<file path="src/rtl/funct_gen_pkg.sv">
// Shared types and constants for the function generator run controller.
package funct_gen_pkg;

  typedef enum logic [2:0] {
    IDLE   = 3'd0,
    CONFIG = 3'd1,
    ARM    = 3'd2,
    RUN    = 3'd3,
    PAUSE  = 3'd4,
    DONE   = 3'd5
  } seq_state_t;

  localparam logic [1:0] SEL_SIN = 2'd0;
  localparam logic [1:0] SEL_COS = 2'd1;
  localparam logic [1:0] SEL_TRI = 2'd2;
  localparam logic [1:0] SEL_SQU = 2'd3;

endpackage

</file>
<file path="src/rtl/funct_gen_sample_cnt.sv">
// Saturating sample counter with a look-ahead compare against the burst length,
// so completion is flagged in the same cycle as the final write.
module funct_gen_sample_cnt
  import funct_gen_pkg::*;
#(
  parameter int CNT_W = 16
) (
  input  logic             clk,
  input  logic             rst,
  input  logic             clr_i,
  input  logic             en_i,
  input  logic             inc_i,
  input  logic [CNT_W-1:0] len_i,
  output logic [CNT_W-1:0] cnt_o,
  output logic             reached_o
);

  logic [CNT_W-1:0] r_cnt;
  logic [CNT_W:0]   w_cnt_post;

  // One extra bit so the post-increment compare cannot wrap at all-ones.
  assign w_cnt_post = {1'b0, r_cnt} + {{CNT_W{1'b0}}, inc_i};

  always_ff @(posedge clk or posedge rst) begin
    if (rst) begin
      r_cnt <= '0;
    end else if (clr_i) begin
      r_cnt <= '0;
    end else if (en_i && inc_i && (r_cnt != '1)) begin
      r_cnt <= r_cnt + {{(CNT_W-1){1'b0}}, 1'b1};
    end
  end

  assign cnt_o     = r_cnt;
  assign reached_o = (len_i != '0) && (w_cnt_post >= {1'b0, len_i});

endmodule

</file>
<file path="src/rtl/funct_gen_sequencer.sv">
// Run controller for the function generator: latches a host command, walks
// config/arm/run, pauses on FIFO back-pressure and reports burst completion.
module funct_gen_sequencer
  import funct_gen_pkg::*;
#(
  parameter int                  INT_BITS       = 4,
  parameter int                  CNT_W          = 16,
  parameter logic [INT_BITS-1:0] RESET_AMP_CODE = 4'h1
) (
  input  logic                clk,
  input  logic                rst,
  input  logic                start_i,
  input  logic                abort_i,
  input  logic [1:0]          cfg_sel_i,
  input  logic [INT_BITS-1:0] cfg_amp_i,
  input  logic [CNT_W-1:0]    cfg_len_i,
  input  logic                fifo_afull_i,
  input  logic                gen_wr_i,
  output logic                gen_en_low_o,
  output logic                gen_enh_conf_o,
  output logic [1:0]          gen_sel_o,
  output logic [INT_BITS-1:0] gen_amp_o,
  output logic                busy_o,
  output logic                done_o,
  output logic [CNT_W-1:0]    sample_cnt_o
);

  seq_state_t          r_state;
  seq_state_t          w_state_next;
  logic [1:0]          r_sel;
  logic [INT_BITS-1:0] r_amp;
  logic [CNT_W-1:0]    r_len;
  logic                r_en_low;
  logic                r_conf;
  logic                r_done;
  logic                r_busy;
  logic                w_start_ok;
  logic                w_cnt_en;
  logic                w_reached;
  logic [CNT_W-1:0]    w_cnt;

  assign w_start_ok = (r_state == IDLE) && start_i && !abort_i;
  assign w_cnt_en   = (r_state == RUN) || (r_state == PAUSE);

  funct_gen_sample_cnt #(
    .CNT_W(CNT_W)
  ) u_sample_cnt (
    .clk      (clk),
    .rst      (rst),
    .clr_i    (w_start_ok),
    .en_i     (w_cnt_en),
    .inc_i    (gen_wr_i),
    .len_i    (r_len),
    .cnt_o    (w_cnt),
    .reached_o(w_reached)
  );

  // Abort wins over everything; completion wins over back-pressure in RUN.
  always_comb begin
    w_state_next = r_state;
    if (abort_i) begin
      w_state_next = IDLE;
    end else begin
      case (r_state)
        IDLE:    if (start_i) w_state_next = CONFIG;
        CONFIG:  w_state_next = ARM;
        ARM:     w_state_next = RUN;
        RUN: begin
          if (w_reached)         w_state_next = DONE;
          else if (fifo_afull_i) w_state_next = PAUSE;
        end
        PAUSE:   if (!fifo_afull_i) w_state_next = RUN;
        DONE:    w_state_next = IDLE;
        default: w_state_next = IDLE;
      endcase
    end
  end

  // Outputs are registered from the next state so they track r_state exactly.
  always_ff @(posedge clk or posedge rst) begin
    if (rst) begin
      r_state  <= IDLE;
      r_en_low <= 1'b1;
      r_conf   <= 1'b0;
      r_done   <= 1'b0;
      r_busy   <= 1'b0;
      r_sel    <= SEL_SIN;
      r_amp    <= RESET_AMP_CODE;
      r_len    <= '0;
    end else begin
      r_state  <= w_state_next;
      r_en_low <= (w_state_next != RUN);
      r_conf   <= (w_state_next == CONFIG);
      r_done   <= (w_state_next == DONE);
      r_busy   <= (w_state_next != IDLE);
      if (w_start_ok) begin
        r_sel <= cfg_sel_i;
        r_amp <= cfg_amp_i;
        r_len <= cfg_len_i;
      end
    end
  end

  assign gen_en_low_o   = r_en_low;
  assign gen_enh_conf_o = r_conf;
  assign gen_sel_o      = r_sel;
  assign gen_amp_o      = r_amp;
  assign busy_o         = r_busy;
  assign done_o         = r_done;
  assign sample_cnt_o   = w_cnt;

endmodule

</file>
<file path="config.mk">
export PLATFORM = sky130hd
export DESIGN_NAME = funct_gen_sequencer
export DESIGN_NICKNAME = d
export VERILOG_FILES = /design/src/rtl/funct_gen_pkg.sv /design/src/rtl/funct_gen_sample_cnt.sv /design/src/rtl/funct_gen_sequencer.sv
export SDC_FILE = /design/constraint.sdc
export NUM_CORES = 1
export LEC_CHECK = 0
export ABC_AREA = 1
export CORE_MARGIN = 5
export CORE_UTILIZATION = 52
export CTS_BUF_LIST = sky130_fd_sc_hd__clkbuf_8 sky130_fd_sc_hd__clkbuf_16
export DETAILED_ROUTE_END_ITERATION = 6
export GPL_ROUTABILITY_DRIVEN = 0
export GPL_TIMING_DRIVEN = 0
export HOLD_SLACK_MARGIN = 0.12
export PLACE_DENSITY = 0.82
export SYNTH_ARGS = -nofsm -noshare
export SYNTH_HDL_FRONTEND = slang
export SYNTH_SLANG_ARGS = --single-unit
</file>
<file path="constraint.sdc">
create_clock -name clk -period 3.47 [get_ports clk]
set_input_delay 0.347 -clock clk [delete_from_list [all_inputs] [get_ports clk]]
set_output_delay 0.347 -clock clk [all_outputs]
set_load 0.1 [all_outputs]
</file>
==> impl_metrics.tcl, run 1 <==
set metrics [dict create \
    arrival_ns 3.31 \
    power.switching_uw 775 \
    critPathTopFamily "simple AND/OR/NAND/NOR gates" \
    yosysTopAreaCell "dfrtp_1" \
    area_growth_syn_to_layout_pct 26.9 \
    io_buffers 53 \
    cp-end-kind "register" \
    dp_hpwl_um 5410 \
    netSwitchingFraction_pct 42.4 \
    critPathKind "in -> reg" \
    grt_remaining_overflow 0 \
    fmax_ghz 0.325 \
    max_cap_violations 0 \
    hp-class "in -> async" \
    cts_hold_buf 0 \
    grt_antenna_before_repair 0 \
    clk_path_buf_depth 2 \
    ys_seq_elements 45 \
    cts-root-buf "clkbuf_8" \
    die_h_um 84.0 \
    synth.cell_area_mm2 0.00285 \
    row_count 27 \
    final_common_cell "nand2_1" \
    dp.cells 509 \
    clkPwrFrac_pct 22.2 \
    most-common-layout-cells "nand2_1, inv_1, clkdlybuf4s50_1" \
    p_comb_share_pct 40.2 \
    drive_gt1_share_pct 6.74 \
    die_area_mm2 0.00706 \
    fin_crit_ns 3.08 \
    wirelength_um 7010 \
    pin_count 54 \
    synth_top_family_by_area "simple AND/OR/NAND/NOR gates" \
    pre_cts_slack_ns 0.0522 \
    path_common_cell "nand2_1" \
    final-instance-count-excl-fill 517 \
    initial_core_util_pct 52.7 \
    path_cells "clkdlybuf4s50_1, ha_1, ha_1, inv_1, nor2_4, nand2_2, nor2_2, nand2_1, nor2_1, xor2_1, ha_1, nand2_1, nor2_1, nand2_1, nor2_1, nand2_1, nand2_1, nor2_1, nand2_1, nand3_1, nand2_1, nand2_1, nor2_1" \
    cp_data_required_time_ns 3.70 \
    p_int_uw 1050 \
    cts_tree "built" \
    setup.worst_path.start_class "input pin" \
    synth.avg_cell_area_um2 7.44 \
    grt_pass1_vias 2649 \
    viasPerCell 5.03 \
    status "finished clean" \
    numCtsBuffers 5 \
    drc 0 \
    setup_viol 0 \
    cts_setup_buffers 0 \
    yosysSeqAreaShare_pct 39.6 \
    antenna_cells 0 \
    postSynthCellCount 383 \
    die_w_um 84.0 \
    path_clk_slew_ns 0.09 \
    drt_pass1_iterations 4 \
    crit_slowest_cell "clkdlybuf4s50_1" \
    cts-htree-levels 2 \
    hold_viol 0 \
    clock_latency_ns 0.30 \
    tns_ns 0 \
    slew_violations 0 \
    drtIter0Drc 152 \
    leakage_uw 0.00172 \
    synth_top_area_share_pct 37.8 \
    skew_ns 0.00745 \
    core_mm2 0.00541 \
    path_max_fanout 4 \
    synth_xor_area_share_pct 5.53 \
    p_seq_share_pct 37.7 \
    post_drt_wl_per_cell_um 13.6 \
    yosysWarnings 0 \
    powerDensity_mw_per_mm2 505 \
    synth_mux_area_share_pct 0 \
    ir_drop_mv 0.561 \
    synthesis.nets 430 \
    relSlewSlack_pct 34.2 \
    postRouteAntennaNets 0 \
    setup_slack_ns 0.389 \
    ys_top_cells_by_area "dfrtp_1, nand2_1, ha_1" \
    synth-adder-area-share_pct 8.34 \
    finalCritPeriodShare_pct 88.8 \
    nFillCells 449 \
    cts_resized 0 \
    cp_num_buf_inv 2 \
    synth-simple-area-share_pct 28.9 \
    grt_start_max_net_pins 25 \
    worst_pin_slew_ns 0.984 \
    vias 2603 \
    grt_pass1_wl_um 12300 \
    track_usage_pct 21.5 \
    nets 491 \
    rsz0062_at_grt "no" \
    crit_path_max_incr_delay_ns 0.51 \
    clock-sinks 45 \
    synth_cell_types 29 \
    synth_compound_area_share_pct 7.73 \
]
[cells in the mapped netlist, drive strengths merged]
| cell type | number |
|---|---|
| a21o | 1 |
| nor4 | 8 |
| nand3 | 12 |
| a21oi | 9 |
| nor3 | 10 |
| o21a | 1 |
| inv | 63 |
| nand4 | 4 |
| xor2 | 18 |
| o31ai | 1 |
| clkbuf | 6 |
| nor2 | 44 |
| dfrtp | 43 |
| dfstp | 2 |
| nand2 | 108 |
| buf | 1 |
| a211oi | 1 |
| o21ai | 29 |
| clkinv | 3 |
| ha | 19 |
[worst paths after layout]
| check | to | cells after the start | slack (ns) | start |
|---|---|---|---|---|
| setup / recovery | done_o$_DFF_PP0_ | 23 | 0.39 | gen_wr_i |
| hold reg to reg | gen_amp_o[1]$_DFFE_PP0P_ | 2 | 0.48 | gen_amp_o[1]$_DFFE_PP0P_ |
| setup reg to reg | done_o$_DFF_PP0_ | 22 | 0.49 | u_sample_cnt.cnt_o[0]$_DFFE_PP0P_ |
| hold / removal | r_len[2]$_DFFE_PP0P_ | 2 | 0.39 | rst |
| min in group clk | gen_amp_o[1]$_DFFE_PP0P_ | 2 | 0.48 | gen_amp_o[1]$_DFFE_PP0P_ |
| max in group asynchronous | gen_en_low_o$_DFF_PP1_ | 3 | 2.51 | rst |
[metrics by stage]
stage                     hold WS, ns  utilization, %  cell area (um^2)  total power [uW]
after CTS                       0.404            66.8              3610              1840
after detailed placement        0.459            64.7              3500              1430
final                           0.387            66.9              3610              1830
after global placement          0.452            64.2              3470              1410
after floorplan                 0.443               -              2850              1230
after global routing            0.432            66.9              3610              1940
[power groups by stage]
stage	registers [uW]	logic, uW	clock network [uW]
3_3_place_gp	695	712	0
5_1_grt	703	802	439
3_5_place_dp	698	734	0
4_1_cts	687	738	413
2_1_floorplan	959	269	0
6_report	688	733	405
[cell type report]
cell class,count,area (um^2),share of cell area (%)
plain buffers,7,33.8,0.935
clock buffers,5,68.8,1.90
inverters,66,248,6.85
flip-flops and latches,45,1130,31.2
repair buffers,54,558,15.4
clock inverters,3,46.3,1.28
multi-input cells,265,1440,39.9
well taps,72,90.1,2.49
[metal layers]
| metal | GRT usage (%) | vias up | share of wire, % |
|---|---|---|---|
| met5 | 0 | - | 0 |
| met4 | 8.19 | 0 | 2.3 |
| met3 | 5.23 | 13 | 6.4 |
| met2 | 34.4 | 91 | 48 |
| met1 | 27.9 | 1180 | 43 |
| li1 | - | 1319 | - |
[cell families (layout without fill, tap and decap cells)]
| family | count (synthesis) | count (layout) |
|---|---|---|
| XOR/XNOR | 18 | 18 |
| adder cells (fa/ha/maj) | 19 | 19 |
| AO/OA/AOI/OAI | 42 | 42 |
| buffers and inverters | 73 | 135 |
| AND/OR/NAND/NOR | 186 | 186 |
| flip-flops | 45 | 45 |
[sequential cells by signal, summed over array words and instances (netlist names)]
name	flops
gen_enh_conf_o	1
gen_amp_o	4
u_sample_cnt.cnt_o	16
done_o	1
r_len	16
busy_o	1
gen_en_low_o	1
r_state	3
gen_sel_o	2
Note: power is estimated with default switching activity, not from simulation.
==> run 2: changes to the inputs <==
PLACE_DENSITY = 0.78   (was 0.82)
==> run 2 against run 1 <==
Against the previous run: largest cell class unchanged; critical path type unchanged; utilization about the same; sequential share of layout area about the same; via count decreased by 1.1%; worst hold slack improved by 0.0018 ns; design area about the same; first-iteration DRC count decreased by 30%; global-route usage decreased by 1.0 points.
==> impl_metrics.tcl, run 2 (synthesis results as in run 1) <==
set metrics [dict create \
    cts-root-buf "clkbuf_8" \
    core_mm2 0.00541 \
    viasPerCell 4.98 \
    vias 2574 \
    io_buffers 53 \
    fmax_ghz 0.318 \
    tns_ns 0 \
    antenna_cells 0 \
    skew_ns 0.00721 \
    dp_hpwl_um 5320 \
    drt_pass1_iterations 4 \
    drive_gt1_share_pct 6.52 \
    track_usage_pct 20.4 \
    max_cap_violations 0 \
    p_seq_share_pct 37.7 \
    cts_setup_buffers 0 \
    worst_pin_slew_ns 0.984 \
    hp-class "in -> async" \
    postRouteAntennaNets 0 \
    numCtsBuffers 5 \
    slew_violations 0 \
    finalCritPeriodShare_pct 90.7 \
    clkPwrFrac_pct 22.2 \
    row_count 27 \
    leakage_uw 0.00172 \
    drtIter0Drc 106 \
    setup_viol 0 \
    rsz0062_at_grt "no" \
    fin_crit_ns 3.15 \
    grt_antenna_before_repair 0 \
    cp_data_required_time_ns 3.70 \
    grt_pass1_wl_um 11700 \
    critPathKind "in -> reg" \
    grt_remaining_overflow 0 \
    final_common_cell "nand2_1" \
    clock-sinks 45 \
    wirelength_um 6760 \
    grt_pass1_vias 2513 \
    clock_latency_ns 0.30 \
    relSlewSlack_pct 34.2 \
    hold_slack_ns 0.389 \
    power.switching_uw 762 \
    netSwitchingFraction_pct 41.6 \
    die_area_mm2 0.00706 \
    arrival_ns 3.38 \
    powerDensity_mw_per_mm2 506 \
    cts_tree "built" \
    cts-htree-levels 2 \
    die_w_um 84.0 \
    p_comb_share_pct 40.0 \
    hold_viol 0 \
    area_growth_syn_to_layout_pct 26.9 \
    die_h_um 84.0 \
    setup.worst_path.start_class "input pin" \
    pin_count 54 \
    clk_path_buf_depth 2 \
    cp-end-kind "register" \
    drc 0 \
    status "finished clean" \
    grt_start_max_net_pins 25 \
    nets 491 \
    initial_core_util_pct 52.7 \
    post_drt_wl_per_cell_um 13.1 \
    most-common-layout-cells "nand2_1, inv_1, clkdlybuf4s50_1" \
    path_clk_slew_ns 0.09 \
    p_int_uw 1070 \
    path_max_fanout 4 \
    ir_drop_mv 0.421 \
]
==> run 2: what timing repair did <==
action	CTS	global route
setup endpoints to repair	0	3
hold buffers	0	0
gates resized for setup	0	1
==> run 2: cell type report <==
cell class,instances,area [um^2]
clock buffer,6,82.6
timing repair buffer,54,558
clock inverter,2,33.8
inverter,66,248
multi-input combinational,265,1440
fill,488,1790
sequential,45,1130
buffer,7,33.8
tap,72,90.1
==> run 2: per-stage QoR <==
| stage | power (uW) | util [%] | cells | cell area [um^2] | worst slack [ns] |
|---|---|---|---|---|---|
| final | 1830 | 66.9 | 517 | 3620 | 0.321 |
| after global routing | 1940 | 66.9 | 517 | 3620 | 0.000119 |
| after CTS | 1840 | 66.9 | 517 | 3610 | 0.323 |
| after detailed placement | 1430 | 64.7 | 509 | 3500 | 0.0465 |
| after global placement | 1410 | 64.2 | 508 | 3470 | 0.0523 |
| after floorplan | 1230 | - | 383 | 2850 | 0.0936 |
==> run 2: path summary, 6_finish.rpt <==
path	startpoint	to	slack, ns	depth (start not counted)
worst max-delay path	gen_wr_i	done_o$_DFF_PP0_	0.32	23
worst min-delay path	rst	gen_enh_conf_o$_DFF_PP0_	0.39	2
worst max register to register	u_sample_cnt.cnt_o[0]$_DFFE_PP0P_	done_o$_DFF_PP0_	0.46	22
worst min register to register	gen_amp_o[0]$_DFFE_PP1P_	gen_amp_o[0]$_DFFE_PP1P_	0.47	2
max in group asynchronous	rst	gen_en_low_o$_DFF_PP1_	2.52	3
min in group clk	gen_amp_o[0]$_DFFE_PP1P_	gen_amp_o[0]$_DFFE_PP1P_	0.47	2
==> run 2: power groups by stage <==
stage / clock network, uW / logic, uW / registers, uW
after global routing: 443 / 798 / 703
final: 407 / 732 / 690
after global placement: 0 / 715 / 695
after CTS: 416 / 738 / 691
after detailed placement: 0 / 735 / 698
after floorplan: 0 / 269 / 959
==> run 2: layer usage <==
metal	vias up	GRT usage, %	share of wire, %
met5	-	0	0
met4	0	5.41	1.4
met3	9	4.84	4.6
met2	49	33.9	48
met1	1193	26.6	46
li1	1323	-	-
==> run 2: worst max-delay path: stages <==
cell and delay (ns):
clkdlybuf4s50_1 0.54, ha_2 0.23, ha_1 0.19, inv_1 0.09, nor2_4 0.12, nand2_2 0.09
nor2_1 0.16, nand2_1 0.11, nor2_1 0.12, xor2_1 0.08, ha_1 0.30, nand2_1 0.05
nor2_1 0.12, nand2_1 0.10, nor2_1 0.12, nand2_1 0.07, nand2_1 0.05, nor2_1 0.03
nand2_1 0.09, nand3_1 0.10, nand2_1 0.09, nand2_1 0.09, nor2_1 0.10
==> run 3: changes to the inputs <==
CORE_MARGIN = 2   (was 5)
==> run 3 against run 2 <==
Against the previous run: maximum frequency down 1.8%; first-iteration DRC count up 29%; critical path type unchanged; count of clock-buffer cells in the layout unchanged; critical endpoint is now busy_o$_DFF_PP0_; combinational power about the same; sequential share of layout area about the same; setup slack worse by 0.058 ns; die area down 14%; via count up 0.19%; non-clock buffer count unchanged.
==> impl_metrics.tcl, run 3 (synthesis results as in run 1) <==
set metrics [dict create \
    cts_hold_buf 0 \
    initial_core_util_pct 54.7 \
    worst_pin_slew_ns 0.991 \
    clk_path_buf_depth 2 \
    drtIter0Drc 137 \
    powerDensity_mw_per_mm2 508 \
    arrival_ns 3.39 \
    die_h_um 78.0 \
    hp-class "in -> async" \
    cts_tree "built" \
    critPathKind "in -> reg" \
    grt_start_max_net_pins 24 \
    row_count 26 \
    cts-htree-levels 2 \
    cp-end-kind "register" \
    status "finished clean" \
    pin_count 54 \
    relSlewSlack_pct 33.7 \
    ir_drop_mv 0.487 \
    crit_path_max_incr_delay_ns 0.53 \
    clock-sinks 45 \
    placed_area_mm2 0.00349 \
    grt_remaining_overflow 0 \
    crit_slowest_cell "clkdlybuf4s50_1" \
    cts-root-buf "clkbuf_8" \
    setup.worst_path.start_class "input pin" \
    grt_pass1_vias 2495 \
    path_cells "clkdlybuf4s50_1, ha_1, ha_1, inv_1, nor2_4, nand2_2, nor2_1, nand2_1, nor2_1, xor2_1, ha_1, nand2_1, nor2_1, nand2_1, nor2_1, nand2_1, nand2_1, nor2_1, nand2_1, nand3_1, nand2_1, nand2_1, nand3_1" \
    vias 2579 \
    max_cap_violations 0 \
    viasPerCell 5.01 \
    die_area_mm2 0.00609 \
    setup_viol 0 \
    leakage_uw 0.00173 \
    cts_setup_buffers 0 \
    rsz0062_at_grt "no" \
    slew_violations 0 \
    cp_data_required_time_ns 3.65 \
    final-instance-count-excl-fill 515 \
    path_common_cell "nand2_1" \
    drc 0 \
    tns_ns 0 \
    track_usage_pct 24.2 \
    cts_resized 0 \
    finalCritPeriodShare_pct 92.4 \
    utilization_pct 69.4 \
    fin_crit_ns 3.21 \
    area_growth_syn_to_layout_pct 26.7 \
    final_common_cell "nand2_1" \
    path_clk_slew_ns 0.09 \
    nets 491 \
    grt_pass1_wl_um 11600 \
    drive_gt1_share_pct 6.29 \
    finish.instance_area_mm2 0.00361 \
    hold_slack_ns 0.392 \
    dp_hpwl_um 5220 \
    most-common-layout-cells "nand2_1, inv_1, clkdlybuf4s50_1" \
    grt_antenna_before_repair 0 \
    postRouteAntennaNets 0 \
    hold_viol 0 \
    antenna_cells 0 \
    post_drt_wl_per_cell_um 13.1 \
    clock_latency_ns 0.30 \
    fmax_ghz 0.312 \
    core_mm2 0.00520 \
    die_w_um 78.0 \
    io_buffers 53 \
    dp.cells 507 \
    wirelength_um 6750 \
    numCtsBuffers 5 \
    path_max_fanout 4 \
    skew_ns 0.00979 \
    drt_pass1_iterations 4 \
]
-- run 3: worst paths after layout --
kind,startpoint,endpoint,slack (ns),depth (start not counted)
min,rst,r_len[2]$_DFFE_PP0P_,0.39,2
min reg2reg,gen_sel_o[0]$_DFFE_PP0P_,gen_sel_o[0]$_DFFE_PP0P_,0.48,2
max,gen_wr_i,busy_o$_DFF_PP0_,0.26,23
max in group asynchronous,rst,gen_en_low_o$_DFF_PP1_,2.50,3
min in group clk,gen_sel_o[0]$_DFFE_PP0P_,gen_sel_o[0]$_DFFE_PP0P_,0.48,2
max reg2reg,u_sample_cnt.cnt_o[0]$_DFFE_PP0P_,busy_o$_DFF_PP0_,0.38,22
-- run 3: cell type report --
type                       count  area, um^2
clock inverter                 2        33.8
clock buffer                   6        82.6
multi-input combinational    265        1440
fill                         457        1590
inverter                      66         248
buffer                         7        33.8
timing repair buffer          54         558
sequential                    45        1130
tap                           70        87.6
-- run 3: critical path, delay by kind of cell --
kind,cells,cell delay [ns]
xor gates and xnor gates,1,0.18
adders and majority gates,3,0.69
buffers and inverters,2,0.62
and+or+nand+nor,17,1.56
-- run 3: metrics by stage --
| step | setup WS, ns | total power [uW] |
|---|---|---|
| 6_report | 0.264 | 1830 |
| 5_1_grt | 0.0538 | 1950 |
| 4_1_cts | 0.337 | 1850 |
| 3_5_place_dp | 0.0364 | 1430 |
| 3_3_place_gp | 0.0434 | 1410 |
| 2_1_floorplan | 0.0936 | 1230 |
-- run 3: power by group --
| group | leakage [uW] | switching [uW] | internal (uW) |
|---|---|---|---|
| Clock | 0.0000626 | 178 | 232 |
| Sequential | 0.000582 | 64.9 | 625 |
| Combinational | 0.00108 | 524 | 210 |
-- run 3: metal layers --
layer  routed length (um)  GRT usage (%)
met1                 3180           33.1
met2                 3140           38.7
met3                  344           4.60
met4                   81           8.42
met5                    0              0
